$ cat config.mk
export PLATFORM = sky130hd
export DESIGN_NAME = mem_access
export DESIGN_NICKNAME = d
export VERILOG_FILES = /design/src/rtl/mem_access.sv
export SDC_FILE = /design/constraint.sdc
export NUM_CORES = 1
export LEC_CHECK = 0
export CORE_AREA = 2 2 135 236
export DETAILED_ROUTE_END_ITERATION = 12
export DIE_AREA = 0 0 137 238
export PLACE_DENSITY = 0.56
export SLEW_MARGIN = 15
export SYNTH_ARGS = -nofsm -noshare
export SYNTH_HDL_FRONTEND = slang
export SYNTH_SLANG_ARGS = --single-unit
$ cat constraint.sdc
create_clock -name clk -period 4.2 [get_ports clk]
set_clock_uncertainty 0.15 [all_clocks]
set_input_delay 0.84 -clock clk [delete_from_list [all_inputs] [get_ports clk]]
set_output_delay 0.84 -clock clk [all_outputs]
set_load 0.01 [all_outputs]
$ cat src/rtl/mem_access.sv
// ----------------------------------------------------------------------------
// mem_access -- memory stage of a small in-order pipeline.
//
// Turns load / store requests coming out of execute into single-word bus
// transactions and registers the writeback values (ALU result, link address,
// writeback select, loaded word, byte offset for lbu).
//
// Byte stores (sb) are done as read-modify-write: the addressed word is read,
// one byte lane is replaced, and the merged word is written back. Byte loads
// (lbu) read the whole word; writeback selects the byte using lbu_byte.
//
// Optional feature (macro MEM_TIMEOUT_EN): a bus watchdog that aborts a
// transaction after TMO_CYC cycles without bus_ack, pulses bus_err, forces
// data_word to zero and returns to IDLE. Without the macro no counter is
// built, bus_err is tied low and the FSM waits for bus_ack forever.
//
// Ports
//   clk, rst_n          clock, asynchronous active-low reset
//   ex_alu_r            byte address for loads/stores, ALU result otherwise
//   ex_store_data       store operand (rt)
//   ex_jalra            link address
//   ex_c_wb_src         writeback source select (passed through)
//   ex_c_mem_rd/_wr     load / store request
//   ex_c_mem_byte       byte-size qualifier (lbu / sb)
//   stall               holds execute and earlier stages
//   bus_req, bus_we     bus request (held until bus_ack), write enable
//   bus_addr, bus_wdata word-aligned address, write data
//   bus_ack, bus_rdata  one-cycle completion strobe, read data with bus_ack
//   data_word           registered load data
//   jalra, alu_r        registered link address / ALU result
//   lbu_byte            registered byte offset (ex_alu_r[1:0])
//   c_wb_src            registered writeback select
//   bus_err             one-cycle watchdog abort pulse
// ----------------------------------------------------------------------------
module mem_access #(
  parameter int W_DATA  = 32,
  parameter int TMO_CYC = 255
) (
  input  logic              clk,
  input  logic              rst_n,
  input  logic [W_DATA-1:0] ex_alu_r,
  input  logic [W_DATA-1:0] ex_store_data,
  input  logic [W_DATA-1:0] ex_jalra,
  input  logic [1:0]        ex_c_wb_src,
  input  logic              ex_c_mem_rd,
  input  logic              ex_c_mem_wr,
  input  logic              ex_c_mem_byte,
  output logic              stall,
  output logic              bus_req,
  output logic              bus_we,
  output logic [W_DATA-1:0] bus_addr,
  output logic [W_DATA-1:0] bus_wdata,
  input  logic              bus_ack,
  input  logic [W_DATA-1:0] bus_rdata,
  output logic [W_DATA-1:0] data_word,
  output logic [W_DATA-1:0] jalra,
  output logic [W_DATA-1:0] alu_r,
  output logic [1:0]        lbu_byte,
  output logic [1:0]        c_wb_src,
  output logic              bus_err
);

  typedef enum logic [2:0] {
    S_IDLE   = 3'd0,
    S_RD     = 3'd1,
    S_WR     = 3'd2,
    S_RMW_RD = 3'd3,
    S_RMW_WR = 3'd4
  } state_t;

  state_t            r_state;
  logic              r_bus_req;
  logic              r_bus_we;
  logic              r_bus_err;
  logic [W_DATA-1:0] r_merge;
  logic [W_DATA-1:0] r_data_word;
  logic [W_DATA-1:0] r_jalra;
  logic [W_DATA-1:0] r_alu_r;
  logic [1:0]        r_lbu_byte;
  logic [1:0]        r_c_wb_src;

  logic              w_ack;
  logic              w_done;
  logic              w_tmo;
  logic              w_stall;

  // Replace one byte lane of a word; lane 0 is bits 7:0.
  function automatic logic [W_DATA-1:0] merge_byte(
    input logic [W_DATA-1:0] word,
    input logic [1:0]        lane,
    input logic [7:0]        data
  );
    logic [W_DATA-1:0] m;
    m = word;
    case (lane)
      2'd0:    m[7:0]   = data;
      2'd1:    m[15:8]  = data;
      2'd2:    m[23:16] = data;
      default: m[31:24] = data;
    endcase
    return m;
  endfunction

  // An ack only counts while a request is outstanding.
  assign w_ack = bus_ack & r_bus_req;

  // Completion of the last bus phase of an operation (RMW_RD is not last).
  assign w_done = w_ack & ((r_state == S_RD) | (r_state == S_WR) |
                           (r_state == S_RMW_WR));

`ifdef MEM_TIMEOUT_EN
  logic [7:0] r_wait_cnt;

  // Fires in the TMO_CYC-th consecutive cycle of waiting.
  assign w_tmo = r_bus_req & ~bus_ack & (r_wait_cnt == 8'(TMO_CYC - 1));

  // Cleared whenever a new bus phase is about to start (from IDLE, or the
  // RMW_RD -> RMW_WR hand-over), counts while waiting.
  always_ff @(posedge clk or negedge rst_n) begin
    if (!rst_n) begin
      r_wait_cnt <= 8'd0;
    end else if ((r_state == S_IDLE) || w_ack) begin
      r_wait_cnt <= 8'd0;
    end else if (r_bus_req && !bus_ack) begin
      r_wait_cnt <= r_wait_cnt + 8'd1;
    end
  end
`else
  assign w_tmo = 1'b0;
`endif

  // Stall drops combinationally in the cycle the operation completes (or is
  // aborted by the watchdog) so execute can advance on the same edge.
  always_comb begin
    w_stall = 1'b0;
    case (r_state)
      S_IDLE:   w_stall = ex_c_mem_rd | ex_c_mem_wr;
      S_RMW_RD: w_stall = ~w_tmo;
      default:  w_stall = ~(w_done | w_tmo);
    endcase
  end

  always_ff @(posedge clk or negedge rst_n) begin
    if (!rst_n) begin
      r_state     <= S_IDLE;
      r_bus_req   <= 1'b0;
      r_bus_we    <= 1'b0;
      r_bus_err   <= 1'b0;
      r_merge     <= '0;
      r_data_word <= '0;
      r_jalra     <= '0;
      r_alu_r     <= '0;
      r_lbu_byte  <= 2'd0;
      r_c_wb_src  <= 2'd0;
    end else begin
      r_bus_err <= 1'b0;

      // Writeback values advance whenever the pipeline is not held.
      if (!w_stall) begin
        r_alu_r    <= ex_alu_r;
        r_jalra    <= ex_jalra;
        r_c_wb_src <= ex_c_wb_src;
        r_lbu_byte <= ex_alu_r[1:0];
      end

      case (r_state)
        S_IDLE: begin
          // Store has priority; a simultaneous read request is dropped.
          if (ex_c_mem_wr && ex_c_mem_byte) begin
            r_state   <= S_RMW_RD;
            r_bus_req <= 1'b1;
            r_bus_we  <= 1'b0;
          end else if (ex_c_mem_wr) begin
            r_state   <= S_WR;
            r_bus_req <= 1'b1;
            r_bus_we  <= 1'b1;
          end else if (ex_c_mem_rd) begin
            r_state   <= S_RD;
            r_bus_req <= 1'b1;
            r_bus_we  <= 1'b0;
          end
        end
        S_RD: begin
          if (w_ack) begin
            r_data_word <= bus_rdata;
            r_bus_req   <= 1'b0;
            r_state     <= S_IDLE;
          end
        end
        S_WR: begin
          if (w_ack) begin
            r_bus_req <= 1'b0;
            r_bus_we  <= 1'b0;
            r_state   <= S_IDLE;
          end
        end
        S_RMW_RD: begin
          // bus_req stays high: the write phase follows back-to-back.
          if (w_ack) begin
            r_merge  <= merge_byte(bus_rdata, ex_alu_r[1:0], ex_store_data[7:0]);
            r_bus_we <= 1'b1;
            r_state  <= S_RMW_WR;
          end
        end
        S_RMW_WR: begin
          if (w_ack) begin
            r_bus_req <= 1'b0;
            r_bus_we  <= 1'b0;
            r_state   <= S_IDLE;
          end
        end
        default: begin
          r_bus_req <= 1'b0;
          r_bus_we  <= 1'b0;
          r_state   <= S_IDLE;
        end
      endcase

      // Watchdog abort overrides whatever the FSM was doing.
      if (w_tmo) begin
        r_bus_req   <= 1'b0;
        r_bus_we    <= 1'b0;
        r_bus_err   <= 1'b1;
        r_data_word <= '0;
        r_state     <= S_IDLE;
      end
    end
  end

  assign stall     = w_stall;
  assign bus_req   = r_bus_req;
  assign bus_we    = r_bus_we;
  assign bus_addr  = {ex_alu_r[W_DATA-1:2], 2'b00};
  assign bus_wdata = (r_state == S_RMW_WR) ? r_merge : ex_store_data;
  assign data_word = r_data_word;
  assign jalra     = r_jalra;
  assign alu_r     = r_alu_r;
  assign lbu_byte  = r_lbu_byte;
  assign c_wb_src  = r_c_wb_src;
  assign bus_err   = r_bus_err;

endmodule

# --- After elaboration in Yosys (flattened, before gate mapping) ---
# Cells that the tools add are included.
classes:
  n_eq_ne: 10
  muxes: 22
  bitwise: 8
  reduce_logical: 11
ops:
  columns: ["op", "count"]
  rows:
  - ["two-way mux 32 bit", 1]
  - ["two-way mux 8 bit", 4]
  - ["two-way mux 3 bit", 5]
  - ["case mux 3 bit (3 select lines)", 1]
  - ["two-way mux 1 bit", 8]
  - ["equality test 3 x 2 -> 1 bit (second input constant)", 2]
  - ["AND reduction 3 bit", 2]
  - ["OR reduction 3 bit", 2]
  - ["inequality test 2 x 1 -> 1 bit (second input constant)", 2]
  - ["inequality test 4 bit (second input constant)", 1]
  - ["case mux 1 bit (4 select lines)", 1]
  - ["AND reduction 2 bit", 2]
  - ["AND reduction 4 bit", 1]
  - ["equality test 3 x 1 -> 1 bit (second input constant)", 1]
  - ["equality test 3 bit (second input constant)", 1]
  - ["zero test 3 bit", 1]
  - ["inverter 1 bit", 3]
  - ["OR 1 bit", 3]
  - ["case mux 1 bit (3 select lines)", 1]
  - ["AND 1 bit", 2]
  - ["equality test 2 x 1 -> 1 bit (second input constant)", 1]
  - ["equality test 2 bit (second input constant)", 1]
  - ["zero test 2 bit", 1]
  - ["inequality test 2 bit (second input constant)", 1]
  - ["3 further kinds", 3]
word_totals:
  regBits: 137
  in_bits: 136
  output_inout_bits: 168
  elab_cells: 60

# --- Logic depth before layout (Yosys ltp) ---
# Gate-level depths: netlist (run 1).
depth:
  ltp_word: 6
  mapped_depth: 7
  mapped_depth_nobuf: 3

# --- Least setup slack after synthesis (run 1) ---
# OpenSTA, ideal clock, no wires.
synth_path:
  kind: "input to output"
  start: "in ex_c_mem_wr"
  end: "out stall"
  arrival_time_ns: 1.696
  required_time_ns: 3.210
  slack_ns: 1.514
  cell_stages: 5
  path_buffers: 2
  cell_sequence: "or4_1 -> buf_2 -> clkbuf_1 -> nor2_1 -> nor2_1"
synth_between:
  elab_chain_len: 2
synth_lines:
  columns: ["item", "line_no", "text"]
  rows:
  - ["start: declaration", "46", "input logic ex_c_mem_wr,"]
  - ["OR 1 bit", "137", "S_IDLE: w_stall = ex_c_mem_rd | ex_c_mem_wr;"]
  - ["case mux 1 bit (2 select lines)", "136", "case (r_state)"]
  - ["end: declaration", "48", "output logic stall,"]
# Every way passes these cells.

# --- Worst setup path in the final report (run 1) ---
layout_path:
  start: "reg r_state[2]"
  end: "out stall"
layout_between:
  elab_chain_len: 6
  word_cells_on_any_way: 10
  classes_between: "eq/ne: 4; mux: 1; bitwise: 4; reduce/logical: 1"
layout_lines:
  columns: ["item", "line_no", "text"]
  rows:
  - ["start: declaration", "71", "state_t r_state;"]
  - ["start signal: assignment", "145", "r_state <= S_IDLE;"]
  - ["start signal: assignment", "170", "r_state <= S_RMW_RD;"]
  - ["start signal: assignment", "174", "r_state <= S_WR;"]
  - ["equality test 3 x 1 -> 1 bit or equality test 3 x 2 -> 1 bit (tied branches)", "108", "assign w_done = w_ack & ((r_state == S_RD) | (r_state == S_WR) |"]
  - ["OR 1 bit (2 in series)", "108", null]
  - ["AND 1 bit", "108", null]
  - ["inverter 1 bit", "139", "default: w_stall = ~(w_done | w_tmo);"]
  - ["case mux 1 bit (2 select lines) (*)", "136", null]
# Every way passes the cells marked *; elsewhere a longest branch is shown, timed or not.

==> impl_results.md, run 1 <==
* Status: finished clean
* Multi-input gate area at 3650 µm²
* Worst EP arrival at 2.92 ns
* DP Wirelength at roughly 18000 µm
* Placed inst area at roughly 11000 µm²
* Synth top area cells: dfrtp_1 (44%), mux2_2 (19%), o2111ai_1 (7.6%), nand3b_1 (6.5%), o211ai_1 (6.5%)
* Syn Area/Cell at between 10 and 15 µm²
* IO Port Bufs at 300
* GR Util met3 at 0.0431
* Final core utilization at 0.368
* Initial antenna violation count at 1
* Via count at between 6000 and 7000
* Sequential cell area at roughly 3400 µm²
* First-pass GRT wire length at 41900 µm
* Hold Path Stages at 1
* Post-CTS Resized at 0
* CTS root buffer: clkbuf_16
* Die Ht at ~240 µm
* Pwr per Cell Area at roughly 660 nW/µm²
* Commonest non-fill, non-tap cells in the layout: clkdlybuf4s50_1 (298), dfrtp_1 (134), mux2_2 (129)
* H-tree level count at 4
* Final cell count without fillers at ~1300
* Hold Crit Class: register to register
* Placeable Area at between 30000 and 40000 µm²
* Residual DRC count at 0
* Post-synth EDFFs at 0
* R2R depth at 4
* Worst R2R Start: r_state[2]$_DFFE_PN0P_
* Main synth FF type: dfrtp_1
* Final Hold Vio Count at 0
* Worst setup path class: register to output port
* CP startpoint kind: register
* Starting Density at 0.248
* Nets at roughly 1000
* Met2 usage at 0.308
* Clk buf depth at 2
* CTS sink cnt at about 140
* R2r setup slk at 1.36 ns
* Seq/Total Area, Yosys at 0.445
* Most common library cell in the layout ignoring fill and taps: clkdlybuf4s50_1
* CP max FO at 58
* Area Growth Syn to Fin at 48.2%
* Full die area at roughly 33000 µm²
* Min-Delay Endpoint: r_merge[22]$_DFFE_PN0P_
* Final WL at 27800 µm
* DRT Pass-1 Iters at 5
* Yosys cell types at 35
* Met1 usage at 0.189
* Antenna-violating nets left at 0
* Via/cell ratio at about 5.1
* Clk pin slew, worst setup/hold paths at about 0.060 ns
* Final setup vio count at 0
* Slew Limit Fails at 0
* Hold WS at approximately 0.35 ns
* GPL Wtd Cong at slightly below 0.8
* DR WL/cell at ~21 µm
* Clock tree from TritonCTS: done
* Cell area after synthesis at approximately 7600 µm²
* RSZ-0062 raised after global routing: false
* Worst R2R End: jalra[29]$_DFFE_PN0N_
* Final period util at 0.931
* Worst-skew pair later-pin latency at about 0.44 ns
* Slew headroom at 0.331
* GR Overflow Total at 0
* Vias in the first global route at roughly 6900
* Yosys top cell area share at 0.445
* Die width at between 100 and 150 µm
* Setup Buffers After CTS at 0
* Max-Cap Viols at 0
* Total GRT Usage at 0.170
* Worst path cell trace: buf_4 -> o21ai_4 -> o211a_2 -> nor2_1 -> clkdlybuf4s50_1
* Pin count of the biggest net entering global routing at 100
* Num rows at between 80 and 90
* Power consumption at about 7.4 mW
* Worst slew pin tran at about 1.0 ns
* Area leader, netlist: dfrtp_1
* Share of synthesized registers carrying an async set or reset at 1.00
* I/O pin count at about 300
* Slowest cell on the critical path: dfrtp_2
* Post-cts hold buffer count at 0
* Syn. warnings at 0
* Final min period at about 3.9 ns
* Hold Crit Start: r_merge[22]$_DFFE_PN0P_
* Setup WS pre-CTS at about 0.49 ns
* Iter 0 DRT Violations at 348
* Design Area, Final at approximately 11000 µm²
* Leak Pwr at between 4 and 5 nW
* Setup TNS at 0 ns
* Gr busiest metal: met2
* Fillers at 3067
* WP data required at 3.21 ns
* CTS Buf Count at 17
* Fmax at roughly 0.26 GHz
* Max VDD drop at between 0.5 and 0.6 mV
* Crit path capture type: output port
* Fraction of layout cells with a size suffix above 1 at 0.207
* Flops & latches, synth at between 100 and 150
* Synthesized instance count at 682
* Placed cell count at ~1300
* Crit-path max cell delay at roughly 0.67 ns
* Post-route setup slack at 0.291 ns
==> worst max-delay path, delay by kind of cell (launching register included) <==
kind	cells	cell delay, ns
simple gates	1	0.21
buf+inv	2	1.30
compound gates	2	0.27
flops	1	0.67
==> worst max-delay path by stage <==
stage                                 startpoint     to  slack [ns]  depth (start not counted)
after global routing      r_state[2]$_DFFE_PN0P_  stall        0.13                          5
after CTS                 r_state[2]$_DFFE_PN0P_  stall        0.20                          5
final                     r_state[2]$_DFFE_PN0P_  stall        0.29                          5
after floorplan                      ex_c_mem_wr  stall        1.51                          5
after global placement               ex_c_mem_wr  stall        0.49                          5
after detailed placement             ex_c_mem_wr  stall        0.49                          5
==> state kept, by name, summed over array words and instances, names as in the netlist <==
register and count:
alu_r 32, data_word 32, jalra 32, r_merge 32, r_state 3, c_wb_src 2
bus_req 1, bus_we 1
==> Yosys cell counts, types with 2 or more instances <==
cell type,number
dfrtp_1,135
nor4_1,2
nand2b_1,2
buf_1,7
inv_1,2
mux2_2,129
o211ai_1,66
o21ai_1,5
nor2_1,6
clkbuf_1,51
a22oi_1,3
o22ai_1,2
nand2_1,4
o2111ai_1,66
buf_4,38
nand3b_1,66
buf_6,3
buf_2,17
o21ai_0,62
==> routing by layer <==
| layer | share of wire | vias to the layer above |
|---|---|---|
| met3 | 0.058 | 30 |
| met1 | 0.38 | 3373 |
| met2 | 0.54 | 232 |
| met5 | 0 | - |
| met4 | 0.024 | 0 |
| li1 | - | 3051 |
==> final cells by class <==
class                      count  area share
inverter                       2    0.000667
antenna                        1    0.000222
multi-input combinational    431       0.324
clock inverter                14      0.0133
clock buffer                  18      0.0381
sequential                   135       0.300
timing repair buffer         318       0.280
tap                          391      0.0435
==> report_power, final <==
part           internal (mW)  switching (mW)
sequential              1.95           0.446
clock                  0.878           0.643
combinational           1.79            1.70
total                   4.62            2.79
==> kinds of logic after synthesis <==
kind of cell / count (synthesis) / share of synthesized area
and+or+nand+nor: 88 / 0.0827
xor gates and xnor gates: 1 / 0.00115
DFF: 135 / 0.445
AOI/OAI and AO/OA: 210 / 0.197
buffers and inverters: 118 / 0.0829
muxes: 129 / 0.191
other: 1 / 0.000494
(Power assumes the default switching activity.)
==> inputs of run 2 (changes only) <==
--- a/config.mk
+++ b/config.mk
@@ -6,9 +6,10 @@
 export NUM_CORES = 1
 export LEC_CHECK = 0
 export CORE_AREA = 2 2 135 236
+export CTS_CLUSTER_SIZE = 24
 export DETAILED_ROUTE_END_ITERATION = 12
 export DIE_AREA = 0 0 137 238
-export PLACE_DENSITY = 0.56
+export PLACE_DENSITY = 0.57
 export SLEW_MARGIN = 15
 export SYNTH_ARGS = -nofsm -noshare
 export SYNTH_HDL_FRONTEND = slang
==> constraint.sdc (replaced) <==
create_clock -name clk -period 3.2 [get_ports clk]
set_clock_uncertainty 0.15 [all_clocks]
set_input_delay 0.64 -clock clk [delete_from_list [all_inputs] [get_ports clk]]
set_output_delay 0.64 -clock clk [all_outputs]
set_load 0.01 [all_outputs]
==> run 2 against run 1 <==
  * Power increased by 33%
  * Register-to-register slack got worse by 0.47 ns
  * Core utilization rose by 0.58 points
  * Critical path depth fell by 1
  * Clock power rose by 35%
  * Global-route usage increased by 0.11 points
  * Hold slack better by 0.0024 ns
  * Critical path type unchanged
  * Critical endpoint is now bus_wdata[5]
  * Largest cell class unchanged
==> impl_results.md, run 2 (synthesized netlist as in run 1, its figures left out) <==
* Crit-path max cell delay at 0.51 ns (-0.16 ns)
* Residual DRC count at 0 (unchanged)
* Final setup vio count at 0 (unchanged)
* GPL Wtd Cong at 0.762 (-2.3%)
* CP startpoint kind: register
* CTS sink cnt at 135 (unchanged)
* Die Ht at 238 µm (unchanged)
* Setup Buffers After CTS at 0 (unchanged)
* Hold Crit Class: register to register
* Slew Limit Fails at 0 (unchanged)
* Max VDD drop at 0.626 mV (+12%)
* Final min period at just over 3 ns
* First-pass GRT wire length at 42400 µm (+1.2%)
* Pwr per Cell Area at 858 nW/µm² (+30%)
* R2R depth at 5 (+1)
* Die width at 137 µm (unchanged)
* Fillers at 3076 (+0.29%)
* Power consumption at 9.81 mW (+33%)
* DRT Pass-1 Iters at 4 (-1)
* Fmax at around 0.32 GHz
* Clk pin slew, worst setup/hold paths at 0.06 ns (about the same)
* CP endpoint: bus_wdata[5]
* Max-Cap Viols at 0 (unchanged)
* Antenna-violating nets left at 0 (unchanged)
* Worst Setup SP: r_state[1]$_DFFE_PN0P_
* CTS root buffer: clkbuf_16
* Iter 0 DRT Violations at 337 (-3.2%)
* Worst EP arrival at 2.31 ns (-0.61 ns)
* Placed inst area at 10800 µm² (+1.2%)
* IO Port Bufs at 300 (unchanged)
* Full die area at 32600 µm² (unchanged)
* Worst R2R End: r_merge[4]$_DFFE_PN0P_
* GR Overflow Total at 0 (unchanged)
* Worst setup path class: register to output port
* I/O pin count at 304 (unchanged)
* Most common library cell in the layout ignoring fill and taps: clkdlybuf4s50_1
* Total GRT Usage at 0.171 (+0.00107)
* Setup TNS at 0 ns (unchanged)
* Worst-skew pair later-pin latency at 0.44 ns (about the same)
* DP Wirelength at 18600 µm (+2.6%)
* Final period util at 0.970
* Placed cell count at 1288 (+0.86%)
* Final Hold Vio Count at 0 (unchanged)
* Worst path cell trace: nor3b_4 -> buf_12 -> mux2_2 -> clkdlybuf4s50_1
* CTS Buf Count at 17 (unchanged)
* DR WL/cell at 21.0 µm (-1.1%)
* Design Area, Final at 11400 µm² (+1.6%)
* Vias in the first global route at 6941 (+0.39%)
* WP data required at 2.41 ns (-0.80 ns)
* Status: finished clean
* Via/cell ratio at 5.12 (+0.24%)
* H-tree level count at 4 (unchanged)
* Initial antenna violation count at 3 (+2)
* Slew headroom at 0.248 (-0.0825)
* Crit path capture type: output port
* Starting Density at 0.248 (unchanged)
* Num rows at 85 (unchanged)
* Nets at 1053 (+1.2%)
* Commonest non-fill, non-tap cells in the layout: clkdlybuf4s50_1 (297), dfrtp_1 (132), mux2_2 (129)
* Final cell count without fillers at 1325 (+1.1%)
* Pin count of the biggest net entering global routing at 137 (+37%)
* R2r setup slk at 0.89 ns (-0.47 ns)
* Clock tree from TritonCTS: done
* Clk buf depth at 2 (unchanged)
* CP max FO at 34 (-41%)
* Worst R2R Start: bus_req$_DFFE_PN0P_
* Placeable Area at 30600 µm² (unchanged)
* Via count at 6779 (+1.4%)
* Fraction of layout cells with a size suffix above 1 at 0.222 (+0.0145)
* Final WL at 27800 µm (about the same)
* Area Growth Syn to Fin at 50.5%
* Worst slew pin tran at 1.13 ns (+0.124 ns)
* Slowest cell on the critical path: clkdlybuf4s50_1
* Leak Pwr at 4.16 nW (+1.9%)
* RSZ-0062 raised after global routing: false
run 2: cell count changes in the layout (fill, tap and decap cells not counted), sizes merged:
cell / change
clkbuf: -1
clkinvlp: +1
buf: +11
clkdlybuf4s50: -1
dlygate4sd3: +1
diode: +3
dlymetal6s2s: +1
clkinv: -1
inv: +1
run 2: stage by stage:
step           hold slack (ns)  utilization  setup slack (ns)
2_1_floorplan            0.194            -             0.772
6_report                 0.357        0.373            0.0957
4_1_cts                  0.360        0.373           0.00244
3_3_place_gp             0.330        0.353           -0.0199
5_1_grt                  0.372        0.373           0.00303
3_5_place_dp             0.331        0.353           0.00217
run 2: worst min-delay path by stage:
stage | cells after the start | slack (ns) | start | end
3_5_place_dp | 1 | 0.33 | rst_n | data_word[21]$_DFFE_PN0P_
2_1_floorplan | 0 | 0.19 | rst_n | alu_r[0]$_DFFE_PN0N_
3_3_place_gp | 1 | 0.33 | rst_n | data_word[21]$_DFFE_PN0P_
5_1_grt | 1 | 0.37 | r_merge[22]$_DFFE_PN0P_ | r_merge[22]$_DFFE_PN0P_
4_1_cts | 1 | 0.36 | data_word[27]$_DFFE_PN0P_ | data_word[27]$_DFFE_PN0P_
6_report | 1 | 0.36 | r_merge[10]$_DFFE_PN0P_ | r_merge[10]$_DFFE_PN0P_
run 2: cell type report:
class                   instances  area, µm²  share of cell area
diodes                          4       10.0            0.000875
clock buffers                  17        425              0.0372
clock inverters                15        171              0.0150
inverters                       2       7.51            0.000657
multi-input cells             431       3650               0.320
flip-flops and latches        135       3380               0.296
well taps                     391        489              0.0428
repair buffers                330       3290               0.288
run 2: report_power, final:
group | leakage (nW) | internal, mW | switching, mW | total (mW)
clock | 0.279 | 1.16 | 0.883 | 2.05
combinational | 2.23 | 2.40 | 2.31 | 4.71
sequential | 1.65 | 2.56 | 0.494 | 3.06
total | 4.16 | 6.12 | 3.69 | 9.81
run 2: timing repair:
item / in CTS / in global routing
endpoints found under the hold margin: 13 / 0
resized for setup: 2 / 3
hold buffers: 1 / 0
setup endpoints to repair: 5 / 14
run 2: per-layer routing:
metal / vias to the layer above / GRT usage / share of wire
li1: 3069 / - / -
met4: 0 / 0.0778 / 0.030
met2: 257 / 0.302 / 0.53
met3: 40 / 0.0402 / 0.060
met1: 3413 / 0.190 / 0.38
met5: - / 0 / 0
run 2: worst max-delay path, delay by kind of cell (launching register included):
family                 cells  cell delay [ns]
flip-flops                 1             0.47
buffers and inverters      2             0.77
multiplexers               1             0.36
AND/OR/NAND/NOR            1             0.26
==> inputs of run 3 (changes only) <==
--- a/config.mk
+++ b/config.mk
@@ -5,11 +5,12 @@
 export SDC_FILE = /design/constraint.sdc
 export NUM_CORES = 1
 export LEC_CHECK = 0
-export CORE_AREA = 2 2 135 236
+export ABC_AREA = 1
+export CORE_AREA = 2 2 105 183
 export CTS_CLUSTER_SIZE = 24
 export DETAILED_ROUTE_END_ITERATION = 12
-export DIE_AREA = 0 0 137 238
-export PLACE_DENSITY = 0.57
+export DIE_AREA = 0 0 107 185
+export PLACE_DENSITY = 0.77
 export SLEW_MARGIN = 15
 export SYNTH_ARGS = -nofsm -noshare
 export SYNTH_HDL_FRONTEND = slang
==> run 3 against run 2 <==
  * Hold slack worse by 0.28 ns
  * Power down 4.5%
  * Sequential power down 3%
  * Maximum frequency up 4.0%
  * Highest routed layer unchanged
  * Cell count down 3.2%
==> impl_results.md, run 3 <==
* Initial antenna violation count at 0 (-3)
* CTS sink cnt at 135 (unchanged)
* Design Area, Final at 9900 µm² (-13%)
* H-tree level count at 4 (unchanged)
* DP Wirelength at 14400 µm (-22%)
* ANT cells at 0 (-4)
* Hold Crit Class: input pin to asynchronous set/reset pin
* DR WL/cell at 15.4 µm (-27%)
* Part of the power in registers at 0.318 (+0.006)
* Cell area after synthesis at 6320 µm² (-17%)
* Share of synthesized registers carrying an async set or reset at 1.00 (unchanged)
* DRT Pass-1 Iters at 5 (+1)
* Metal2 WL at 10700 µm (-27%)
* Placed cell count at 1251 (-2.9%)
* GPL Wtd Cong at 0.820 (+7.6%)
* Worst EP arrival at 2.20 ns (-0.11 ns)
* Final cell count without fillers at 1282 (-3.2%)
* Nets at 1168 (+11%)
* First-pass GRT wire length at 30900 µm (-27%)
* Worst-skew pair later-pin latency at 0.40 ns (-0.04 ns)
* Syn. warnings at 0 (unchanged)
* Final WL at 19700 µm (-29%)
* Worst slew pin tran at 0.709 ns (-0.419 ns)
* Most common library cell in the layout ignoring fill and taps: clkdlybuf4s50_1
* WP data required at 2.41 ns (about the same)
* Num rows at 66 (-22%)
* Switching share of total power at 0.373 (-0.00248)
* Seq/Total Area, Yosys at 0.535 (+0.0898)
* Synthesized instance count at 774 (+13%)
* CTS Buf Count at 17 (unchanged)
* Multi-input gate area at 2160 µm² (-41%)
* Slew headroom at 0.528 (+0.279)
* CP max FO at 64 (+88%)
* Setup TNS at 0 ns (unchanged)
* Clock network power share at 0.225 (+0.016)
* Antenna-violating nets left at 0 (unchanged)
* Post-synth top cells: nand2_1 (266), dfrtp_1 (135), o21ai_0 (96)
* Residual DRC count at 0 (unchanged)
* Top sig layer: met4
* Clk pin slew, worst setup/hold paths at 0.06 ns (about the same)
* Final period util at 0.933 (-0.0371)
* Max-Cap Viols at 0 (unchanged)
* Top-count cell post-synth: nand2_1
* Placeable Area at 18400 µm² (-40%)
* Yosys top cell area share at 0.535 (+0.0898)
* Post-cts hold buffer count at 0 (-1)
* Final min period at 2.99 ns (-0.119 ns)
* Starting Density at 0.343 (+0.0952)
* Commonest non-fill, non-tap cells in the layout: clkdlybuf4s50_1 (299), nand2_1 (264), dfrtp_1 (135)
* Pwr per Cell Area at 946 nW/µm² (+10%)
* Leak Pwr at 4.74 nW (+14%)
* Clock tree from TritonCTS: done
* Metal-1 WL at 7200 µm (-32%)
* CTS root buffer: clkbuf_16
* Part of the power in combinational logic at 0.457 (-0.023)
* Worst setup path class: register to output port
* Crit path capture type: output port
* Switching power at 3.50 mW (-5.2%)
* Synth top area cells: dfrtp_1 (53%), nand2_1 (16%), o21ai_0 (7.6%), nand3_1 (5.5%), buf_4 (5.3%)
* Post-synth EDFFs at 0 (unchanged)
* GR Overflow Total at 0 (unchanged)
* Vias in the first global route at 5917 (-15%)
* Placed inst area at 9270 µm² (-14%)
* Fmax at 0.335 GHz (+4.0%)
* Iter 0 DRT Violations at 270 (-20%)
* Syn Area/Cell at 8.17 µm² (-27%)
* Total GRT Usage at 0.202 (+0.0312)
* Full die area at 19800 µm² (-39%)
* Final core utilization at 0.538 (+0.164)
* Fillers at 1711 (-44%)
* Post-CTS Resized at 0 (-2)
* Status: finished clean
* Main synth FF type: dfrtp_1
* Final setup vio count at 0 (unchanged)
* IO Port Bufs at 300 (unchanged)
* I/O pin count at 304 (unchanged)
* Power consumption at 9.37 mW (-4.5%)
* Final Hold Vio Count at 0 (unchanged)
* Clk buf depth at 2 (unchanged)
* Pin count of the biggest net entering global routing at 67 (-51%)
* Yosys cell types at 20 (-43%)
* R2r setup slk at 1.10 ns (+0.21 ns)
* Slew Limit Fails at 0 (unchanged)
* Die width at 107 µm (-22%)
* Area leader, netlist: dfrtp_1
* Internal at 5.87 mW (-4.2%)
* Met3 wire length at 1200 µm (-28%)
* Die Ht at 185 µm (-22%)
* Max VDD drop at 0.632 mV (+0.92%)
* RSZ-0062 raised after global routing: false
* Fraction of layout cells with a size suffix above 1 at 0.0565 (-0.165)
* Sequential cell area at 3380 µm² (-0.11%)
* Flops & latches, synth at 135 (unchanged)
* Area Growth Syn to Fin at 56.6%
* Setup Buffers After CTS at 0 (unchanged)
* Via count at 5970 (-12%)
* CP startpoint kind: register
* Via/cell ratio at 4.66 (-9.0%)
[run 3: kinds of logic (layout without fill, tap and decap cells)]
group           Yosys count  after routing  synth area share
simple gates            347            347             0.222
buf+inv                 157            425             0.128
flops                   135            135             0.535
compound gates          134            134             0.116
other cells               1              3          0.000593
[run 3: final cells by class]
type	instances	share of cell area
Inverter	76	0.0288
Clock buffer	18	0.0434
Clock inverter	13	0.0195
Tap cell	238	0.0301
Sequential cell	135	0.341
Timing Repair Buffer	318	0.319
Multi-Input combinational cell	484	0.218
[run 3: power groups by stage]
stage          Combinational (mW)  Clock, mW  Sequential, mW
2_1_floorplan                2.05          0            3.23
3_3_place_gp                 4.26          0            2.96
3_5_place_dp                 4.36          0            3.00
4_1_cts                      4.36       2.17            2.97
5_1_grt                      4.79       2.24            3.07
6_report                     4.29       2.11            2.98
[run 3: through the flow]
stage               setup slack (ns)  hold slack (ns)
floorplan                       1.08            0.194
global placement               0.245            0.302
detailed placement             0.239            0.307
CTS                           0.0418           0.0790
global route                  0.0269           0.0995
finish                         0.215           0.0775
[run 3: path summary, 6_finish.rpt]
kind | from | end | cells past startpoint
max in group asynchronous | rst_n | alu_r[9]$_DFFE_PN0N_ | 2
min in group clk | alu_r[14]$_DFFE_PN0N_ | alu_r[14]$_DFFE_PN0N_ | 2
worst min-delay path | rst_n | data_word[22]$_DFFE_PN0P_ | 1
worst max-delay path | r_state[0]$_DFFE_PN0P_ | bus_wdata[7] | 6
worst max register to register | r_state[1]$_DFFE_PN0P_ | jalra[30]$_DFFE_PN0N_ | 10
worst min register to register | alu_r[14]$_DFFE_PN0N_ | alu_r[14]$_DFFE_PN0N_ | 2
[run 3: critical path, stage by stage, from the launching register on]
cell and delay [ns]:
dfrtp_1 0.48, nor2_4 0.08, nand2_2 0.06, buf_6 0.32, nand2_1 0.13, o21ai_0 0.12
clkdlybuf4s50_1 0.57
[run 3: layer usage]
| layer | GRT usage | up-vias |
|---|---|---|
| li1 | - | 2942 |
| met1 | 0.214 | 2784 |
| met2 | 0.382 | 221 |
| met3 | 0.0457 | 23 |
| met4 | 0.0779 | 0 |
| met5 | 0 | - |
